--- src/rtl/alu_seq_if.sv ---
// alu_seq_if: command, ALU-drive, response and status signals of alu_seq.
// Handshake rule for both channels (cmd_*, rsp_*): a transfer happens on a
// rising clk edge where valid && ready are both 1. Once raised, valid and its
// payload stay stable until that transfer. A ready seen while valid is low
// means nothing.
interface alu_seq_if;
    logic       cmd_valid;
    logic       cmd_ready;
    logic [2:0] cmd_sel;
    logic [3:0] cmd_a;
    logic [3:0] cmd_b;
    logic [2:0] alu_sel;
    logic [3:0] alu_a;
    logic [3:0] alu_b;
    logic [7:0] alu_y;
    logic       rsp_valid;
    logic       rsp_ready;
    logic [7:0] rsp_y;
    logic [2:0] rsp_sel;
    logic [7:0] op_cnt;
    logic       chk_err;

    modport slave (
        input  cmd_valid, cmd_sel, cmd_a, cmd_b, alu_y, rsp_ready,
        output cmd_ready, alu_sel, alu_a, alu_b, rsp_valid, rsp_y, rsp_sel,
               op_cnt, chk_err
    );

    modport master (
        output cmd_valid, cmd_sel, cmd_a, cmd_b, alu_y, rsp_ready,
        input  cmd_ready, alu_sel, alu_a, alu_b, rsp_valid, rsp_y, rsp_sel,
               op_cnt, chk_err
    );
endinterface

--- src/rtl/alu_seq.sv ---
// alu_seq: sequences one command at a time through an external combinational
// ALU (IDLE -> DRIVE -> HOLD) and returns the captured result.
// Optional feature macro: ALU_SEQ_SELFCHK_EN -- recomputes the expected ALU
// result at capture time and raises a sticky chk_err on any difference.
module alu_seq (
    input  logic        clk,
    input  logic        rst,
    alu_seq_if.slave    bus,
    output logic [1:0]  dbg_state_o
);
    localparam logic [1:0] ST_IDLE  = 2'd0;
    localparam logic [1:0] ST_DRIVE = 2'd1;
    localparam logic [1:0] ST_HOLD  = 2'd2;

    logic [1:0] state_q, state_d;
    logic [2:0] alu_sel_q, alu_sel_d;
    logic [3:0] alu_a_q, alu_a_d;
    logic [3:0] alu_b_q, alu_b_d;
    logic       rsp_valid_q, rsp_valid_d;
    logic [7:0] rsp_y_q, rsp_y_d;
    logic [2:0] rsp_sel_q, rsp_sel_d;
    logic [7:0] op_cnt_q, op_cnt_d;
    logic       cmd_hs;
    logic       rsp_hs;

    // Ready only in IDLE, and held low while reset is asserted.
    assign bus.cmd_ready = (state_q == ST_IDLE) && !rst;
    assign cmd_hs        = bus.cmd_valid && bus.cmd_ready;
    assign rsp_hs        = rsp_valid_q && bus.rsp_ready;

    assign bus.alu_sel   = alu_sel_q;
    assign bus.alu_a     = alu_a_q;
    assign bus.alu_b     = alu_b_q;
    assign bus.rsp_valid = rsp_valid_q;
    assign bus.rsp_y     = rsp_y_q;
    assign bus.rsp_sel   = rsp_sel_q;
    assign bus.op_cnt    = op_cnt_q;
    assign dbg_state_o   = state_q;

    // Next-state and datapath decode for the three-state sequencer.
    always_comb begin
        state_d     = state_q;
        alu_sel_d   = alu_sel_q;
        alu_a_d     = alu_a_q;
        alu_b_d     = alu_b_q;
        rsp_valid_d = rsp_valid_q;
        rsp_y_d     = rsp_y_q;
        rsp_sel_d   = rsp_sel_q;
        op_cnt_d    = op_cnt_q;
        case (state_q)
            ST_IDLE: begin
                if (cmd_hs) begin
                    alu_sel_d = bus.cmd_sel;
                    alu_a_d   = bus.cmd_a;
                    alu_b_d   = bus.cmd_b;
                    state_d   = ST_DRIVE;
                end
            end
            ST_DRIVE: begin
                // The ALU has had a full cycle to settle on the registered inputs.
                rsp_y_d     = bus.alu_y;
                rsp_sel_d   = alu_sel_q;
                rsp_valid_d = 1'b1;
                state_d     = ST_HOLD;
            end
            ST_HOLD: begin
                if (rsp_hs) begin
                    rsp_valid_d = 1'b0;
                    op_cnt_d    = op_cnt_q + 8'd1;
                    state_d     = ST_IDLE;
                end
            end
            default: begin
                state_d = ST_IDLE;
            end
        endcase
    end

    // Sequencer and datapath registers, cleared asynchronously.
    always_ff @(posedge clk or posedge rst) begin
        if (rst) begin
            state_q     <= ST_IDLE;
            alu_sel_q   <= 3'd0;
            alu_a_q     <= 4'd0;
            alu_b_q     <= 4'd0;
            rsp_valid_q <= 1'b0;
            rsp_y_q     <= 8'd0;
            rsp_sel_q   <= 3'd0;
            op_cnt_q    <= 8'd0;
        end else begin
            state_q     <= state_d;
            alu_sel_q   <= alu_sel_d;
            alu_a_q     <= alu_a_d;
            alu_b_q     <= alu_b_d;
            rsp_valid_q <= rsp_valid_d;
            rsp_y_q     <= rsp_y_d;
            rsp_sel_q   <= rsp_sel_d;
            op_cnt_q    <= op_cnt_d;
        end
    end

`ifdef ALU_SEQ_SELFCHK_EN
    logic       chk_err_q, chk_err_d;
    logic [7:0] exp_y;

    // Reference result on 8-bit zero-extended operands.
    function automatic logic [7:0] alu_ref(input logic [2:0] sel,
                                           input logic [3:0] a,
                                           input logic [3:0] b);
        logic [7:0] a8;
        logic [7:0] b8;
        logic [7:0] r;
        a8 = {4'd0, a};
        b8 = {4'd0, b};
        case (sel)
            3'b000:  r = a8 + b8;
            3'b001:  r = a8 - b8;
            3'b010:  r = a8 * b8;
            3'b011:  r = a8 & b8;
            3'b100:  r = a8 | b8;
            3'b101:  r = ~(a8 ^ b8);
            3'b110:  r = ~a8;
            default: r = b8 >> 3;
        endcase
        return r;
    endfunction

    assign exp_y = alu_ref(alu_sel_q, alu_a_q, alu_b_q);

    // Error latches on a capture whose ALU result disagrees with the reference.
    always_comb begin
        chk_err_d = chk_err_q;
        if ((state_q == ST_DRIVE) && (bus.alu_y != exp_y)) begin
            chk_err_d = 1'b1;
        end
    end

    // Sticky error flag, cleared only by reset.
    always_ff @(posedge clk or posedge rst) begin
        if (rst) begin
            chk_err_q <= 1'b0;
        end else begin
            chk_err_q <= chk_err_d;
        end
    end

    assign bus.chk_err = chk_err_q;
`else
    assign bus.chk_err = 1'b0;
`endif
endmodule
--- src/flat_wrapper.sv ---
// flat-port wrapper written by rule: the top's interface ports become plain ports
module alu_seq_flat 
  (clk, rst, dbg_state_o, bus_cmd_valid, bus_cmd_sel, bus_cmd_a, bus_cmd_b, bus_alu_y, bus_rsp_ready, bus_cmd_ready, bus_alu_sel, bus_alu_a, bus_alu_b, bus_rsp_valid, bus_rsp_y, bus_rsp_sel, bus_op_cnt, bus_chk_err);
  alu_seq_if bus_i ();
  input  logic clk;
  input  logic rst;
  output logic [1:0] dbg_state_o;
  input wire logic [$bits(bus_i.cmd_valid)-1:0] bus_cmd_valid;
  input wire logic [$bits(bus_i.cmd_sel)-1:0] bus_cmd_sel;
  input wire logic [$bits(bus_i.cmd_a)-1:0] bus_cmd_a;
  input wire logic [$bits(bus_i.cmd_b)-1:0] bus_cmd_b;
  input wire logic [$bits(bus_i.alu_y)-1:0] bus_alu_y;
  input wire logic [$bits(bus_i.rsp_ready)-1:0] bus_rsp_ready;
  output wire logic [$bits(bus_i.cmd_ready)-1:0] bus_cmd_ready;
  output wire logic [$bits(bus_i.alu_sel)-1:0] bus_alu_sel;
  output wire logic [$bits(bus_i.alu_a)-1:0] bus_alu_a;
  output wire logic [$bits(bus_i.alu_b)-1:0] bus_alu_b;
  output wire logic [$bits(bus_i.rsp_valid)-1:0] bus_rsp_valid;
  output wire logic [$bits(bus_i.rsp_y)-1:0] bus_rsp_y;
  output wire logic [$bits(bus_i.rsp_sel)-1:0] bus_rsp_sel;
  output wire logic [$bits(bus_i.op_cnt)-1:0] bus_op_cnt;
  output wire logic [$bits(bus_i.chk_err)-1:0] bus_chk_err;
  assign bus_i.cmd_valid = bus_cmd_valid;
  assign bus_i.cmd_sel = bus_cmd_sel;
  assign bus_i.cmd_a = bus_cmd_a;
  assign bus_i.cmd_b = bus_cmd_b;
  assign bus_i.alu_y = bus_alu_y;
  assign bus_i.rsp_ready = bus_rsp_ready;
  assign bus_cmd_ready = bus_i.cmd_ready;
  assign bus_alu_sel = bus_i.alu_sel;
  assign bus_alu_a = bus_i.alu_a;
  assign bus_alu_b = bus_i.alu_b;
  assign bus_rsp_valid = bus_i.rsp_valid;
  assign bus_rsp_y = bus_i.rsp_y;
  assign bus_rsp_sel = bus_i.rsp_sel;
  assign bus_op_cnt = bus_i.op_cnt;
  assign bus_chk_err = bus_i.chk_err;
  alu_seq u_core (.clk(clk), .rst(rst), .bus(bus_i), .dbg_state_o(dbg_state_o));
endmodule
--- config.mk ---
export PLATFORM = sky130hd
export DESIGN_NAME = alu_seq_flat
export DESIGN_NICKNAME = d
export VERILOG_FILES = /design/src/rtl/alu_seq_if.sv /design/src/rtl/alu_seq.sv /design/src/flat_wrapper.sv
export SDC_FILE = /design/constraint.sdc
export NUM_CORES = 1
export LEC_CHECK = 0
export BUFFER_PORTS_ARGS = -buffer_cell sky130_fd_sc_hd__buf_2
export CAP_MARGIN = 30
export CORE_MARGIN = 3
export CORE_UTILIZATION = 40
export CTS_BUF_LIST = sky130_fd_sc_hd__clkbuf_8
export CTS_CLUSTER_DIAMETER = 100
export DETAILED_ROUTE_END_ITERATION = 12
export PLACE_DENSITY = 0.69
export SLEW_MARGIN = 20
export SYNTH_ARGS = -nofsm -noshare
export SYNTH_HDL_FRONTEND = slang
export SYNTH_SLANG_ARGS = --single-unit
--- constraint.sdc ---
create_clock -name clk -period 2.58 [get_ports clk]
set_clock_uncertainty 0.2 [all_clocks]
set_input_delay 0.516 -clock clk [delete_from_list [all_inputs] [get_ports clk]]
set_output_delay 0.516 -clock clk [all_outputs]
set_load 0.02 [all_outputs]
======== After elaboration in Yosys (flattened, before gate mapping) ========
Index checks and enable logic that the tools add are counted.
cells by class
  reductions and logical operators ........ 10
  multiplexer cells ....................... 5
  $add $sub $neg .......................... 1
  equality and inequality tests ........... 4
operators by type and width
  operator               count
  $add A8 B1 Y8 const B  1
  $reduce_and A2 Y1      4
  $pmux W2 S3            1
  $mux W2                2
  $ne A2 B1 Y1 const B   2
  $logic_and A1 B1 Y1    3
  $eq A2 B1 Y1 const B   1
  $eq A2 B2 Y1 const B   1
  $logic_not A2 Y1       1
  $pmux W1 S2            1
  $reduce_bool A2 Y1     1
  $logic_not A1 Y1       1
  $mux W1                1
word-level totals
  bits of input ports ..................... 23
  flip-flop bits (word level) ............. 33
  word-level logic and storage cells ...... 28

======== Logic depth before layout (Yosys ltp) ========
  depth in word-level cells ............... 5
  mapped depth ............................ 4
  mapped depth without buffers ............ 4

======== Worst setup path after synthesis ========
OpenSTA, ideal clock, no wires.
  path kind ............................... reg-to-reg
  start point ............................. register u_core.state_q[1], in the netlist u_core.dbg_state_o[1]
  end point ............................... register u_core.alu_a_q[0], in the netlist u_core.bus.alu_a[0]
  data arrival time ....................... 1.571 ns
  slack ................................... 0.683 ns
  buffers on the path ..................... 1
  library setup time ...................... 0.125 ns
  cell stages (with the launch flop) ...... 5
  data required time ...................... 2.255 ns
  cells stage by stage .................... dfrtp_1 > nor3_2 > and2_4 > buf_12 > mux2_4
between the ends
  cells in the longest elaborated chain, start to end .. 4
RTL lines
  what                                line                text
  start, declared                     alu_seq.sv:15       logic [1:0] state_q, state_d;
  start signal, assigned              alu_seq.sv:91       state_q <= state_d;
  $logic_not A2 Y1                    alu_seq.sv:27       assign bus.cmd_ready = (state_q == ST_IDLE) && !rst;
  $logic_and A1 B1 Y1                 alu_seq.sv:27
  net bus_cmd_ready                   flat_wrapper.sv:14  output wire logic [$bits(bus_i.cmd_ready)-1:0] bus_cmd_ready;
  $logic_and A1 B1 Y1                 alu_seq.sv:28       assign cmd_hs = bus.cmd_valid && bus.cmd_ready;
  $reduce_and A2 Y1 (no source line)  -
  end signal, assigned                alu_seq.sv:93       alu_a_q <= alu_a_d;
  end, declared                       alu_seq.sv:17       logic [3:0] alu_a_q, alu_a_d;
The timed path passes the listed nets, and every way through them passes these cells.
A chain may end at the register's enable or synchronous reset.

======== Final worst setup path ========
  start point ............................. register u_core.state_q[1], in the netlist u_core.dbg_state_o[1]
  end point ............................... output bus_cmd_ready
between the ends
  cells in the longest elaborated chain, start to end .. 2
RTL lines
  what                 line
  $logic_not A2 Y1     alu_seq.sv:27
  $logic_and A1 B1 Y1  alu_seq.sv:27
  end, declared        flat_wrapper.sv:14
Every way passes these cells.

==> summary.txt <==
Synth
  – Post-Synth XOR/XNOR Area: 0.0445
  – Post-synthesis cell area: 0.00138 sq mm
  – Mean area per synthesized cell: 15.5 sq um
  – Yosys Warn Count: 0
  – Mux contribution to synthesized area: 0.213
  – Distinct cells, synth: 20
  – Synth Area in Adders: 0.00908
  – Synth Area in Compound Gates: 0.0109
  – Sequential-to-total area share from yosys stat: 0.599
  – Mapped Cells: 89
  – Largest family of logic cells by synthesized area: multiplexers
  – Post-Synth Simple-Gate Area: 0.0899
  – Post-Syn Nets: 113
  – #FFs+latches synth: 33

Timing
  – Setup TNS Final: 0 ns
  – Fin Hold WS: 0.195 ns
  – Tcrit/Tclk final: 0.722
  – Final hold vios: 0
  – Minimum clock period: 1.86 ns
  – RSZ-0062 raised after global routing: false
  – # setup viols final: 0
  – FMAX: 0.537 GHz
  – Worst-Margin Slew: 0.766 ns
  – Slew HR: 0.489
  – Max Transition Viols Final: 0

Detailed routing
  – DRT iter0 DRCs: 44
  – DRT Wirelength: 2.58 mm
  – 1st-pass router iterations: 4
  – Vias per inst: 4.67
  – Drc violations: 0
  – WL/cell: 13.3 um
  – DRT antenna net count: 0
  – Vias: 906

Layout
  – Commonest non-fill, non-tap cell in the layout: buf_2
  – Layout Cells excl Fill: 194
  – Ant. Diodes: 0
  – Area Overhead vs Synth: 28.2%
  – Final nets: 175
  – Share of cells above drive strength 1: 0.607
  – Most frequent cells in the layout: buf_2 (56), dfrtp_1 (33), mux2_2 (14)
  – Finished Cell Area: 0.00177 sq mm

Power and ir drop
  – Net Switching: 0.839 mW
  – P_int: 1.34 mW
  – Switch share: 0.384
  – Worst vdd ir: 688 uV
  – PD cells: 1230 mW/mm^2
  – Clock network fraction of design power: 0.156
  – Leak: 0.945 nW
  – Comb pwr share: 0.429
  – Sequential power share: 0.415

Clock tree
  – CTS root buf: clkbuf_8
  – Clk buf depth: 2
  – # Post-CTS Setup Buffers: 0
  – CTS H-tree depth: 2
  – Clock Pin Slew Worst Setup and Hold Paths: 0.06 ns
  – Clock Sinks: 33
  – Clk_lat worst skew: 0.27 ns
  – Resized cells post-CTS: 0
  – Hold_buf cts: 0
  – CTS tree: built
  – Num CTS Buffers: 5

Critical path
  – WP data required: 1.86 ns
  – R2r worst-path depth: 3
  – Setup CP Type: reg2out
  – CP max FO: 5
  – Critical Path Sink Type: primary output
  – Kind of start point of the critical path: flop
  – CP arrival: 1.15 ns

Global routing
  – Number of global-route vias before repair: 930
  – Initial antenna violation count: 0
  – Largest net degree at the start of global routing: 22
  – Total grt overflow: 0
  – GRT Overall Usage: 0.137
  – Global-route wire length before repair: 4.28 mm

Die
  – Die Width: 64.7 um
  – Core ar.: 0.00318 sq mm
  – Die Footprint: 0.00418 sq mm
  – Chip Height: 64.7 um
  – Starting density of the core: 0.433
  – # IOs: 58
  – Row count: 20

Run status
  – Outcome: finished, final reports clean

Flow run
  – Max_cap viols: 0

Placed design
  – Post-Place Cell Area: 0.00169 sq mm
  – Dpl hpwl: 1.96 mm
  – PortBufs: 56
  – Placed cells: 188
  – Routability-driven placement congestion ratio: 0.742

Worst hold path
  – Hold Path Class: in2async
flip-flops by register name, indices dropped and copies added, names as in the netlist:
register              count
u_core.bus.alu_a          4
u_core.bus.alu_b          4
u_core.bus.alu_sel        3
u_core.bus.op_cnt         8
u_core.bus.rsp_sel        3
u_core.bus.rsp_valid      1
u_core.bus.rsp_y          8
u_core.dbg_state_o        2
final timing paths:
| check | slack (ns) | endpoint | start |
|---|---|---|---|
| worst min-delay path | 0.19 | u_core.bus.rsp_y[0]$_DFFE_PP0P_ | rst |
| max in group asynchronous | 1.31 | u_core.bus.op_cnt[7]$_DFFE_PP0P_ | rst |
| worst max register to register | 0.90 | u_core.bus.rsp_sel[2]$_DFFE_PP0P_ | u_core.dbg_state_o[1]$_DFFE_PP0P_ |
| worst min register to register | 0.26 | u_core.bus.op_cnt[7]$_DFFE_PP0P_ | u_core.bus.op_cnt[7]$_DFFE_PP0P_ |
| worst max-delay path | 0.72 | bus_cmd_ready | u_core.dbg_state_o[1]$_DFFE_PP0P_ |
| min in group clk | 0.26 | u_core.bus.op_cnt[7]$_DFFE_PP0P_ | u_core.bus.op_cnt[7]$_DFFE_PP0P_ |
metrics by stage:
| stage | power, mW | setup WS (ns) | utilization |
|---|---|---|---|
| global route | 2.32 | 0.646 | 0.556 |
| detailed placement | 1.86 | 0.817 | 0.533 |
| global placement | 1.83 | 0.867 | 0.533 |
| finish | 2.18 | 0.718 | 0.556 |
| floorplan | 1.54 | 0.683 | - |
| CTS | 2.22 | 0.690 | 0.556 |
layer usage:
layer | GRT usage | vias up | share of wire
li1 | - | 418 | -
met2 | 0.215 | 39 | 0.49
met3 | 0.0607 | 2 | 0.084
met1 | 0.168 | 447 | 0.42
met4 | 0.0475 | 0 | 0.0089
met5 | 0 | - | 0
cells by family after synthesis:
family / after synthesis
buffers and inverters: 5
XOR/XNOR: 7
adder cells (fa/ha/maj): 1
multiplexers: 23
flip-flops: 33
other: 1
AND/OR/NAND/NOR: 17
AO/OA/AOI/OAI: 2
worst max-delay path: stages (launching register included):
cell,delay (ns)
dfrtp_1,0.45
nor3_2,0.23
buf_2,0.19
power by group through the flow:
stage          clock [mW]  sequential [mW]  combinational, mW
6_report            0.341            0.906              0.935
5_1_grt             0.380            0.946              0.995
4_1_cts             0.355            0.909              0.951
3_5_place_dp            0            0.907              0.956
3_3_place_gp            0            0.901              0.926
2_1_floorplan           0             1.18              0.367
synthesized netlist by cell type:
| library cell | n | share of area |
|---|---|---|
| a21o_1 | 2 | 0.011 |
| and2_4 | 1 | 0.0064 |
| buf_12 | 1 | 0.015 |
| buf_4 | 2 | 0.011 |
| conb_1 | 1 | 0.0027 |
| dfrtp_1 | 33 | 0.60 |
| ha_1 | 1 | 0.0091 |
| inv_1 | 2 | 0.0055 |
| mux2_2 | 14 | 0.11 |
| mux2_4 | 9 | 0.098 |
| nand2_1 | 3 | 0.0082 |
| nand3_1 | 3 | 0.011 |
| nand4b_4 | 1 | 0.017 |
| nor2_1 | 3 | 0.0082 |
| nor2b_1 | 2 | 0.0091 |
| nor3_1 | 2 | 0.0073 |
| nor3_2 | 1 | 0.0073 |
| nor4_4 | 1 | 0.015 |
| xnor2_1 | 1 | 0.0064 |
| xor2_1 | 6 | 0.038 |
area by class of cell:
class	instances	area (sq um)
fill	295	1410
sequential	33	826
multi-input combinational	51	509
timing repair buffer	58	295
clock buffer	5	68.8
tap	44	55.1
inverter	2	7.51
clock inverter	1	5.00
Note: power is estimated with default switching activity, not from simulation.
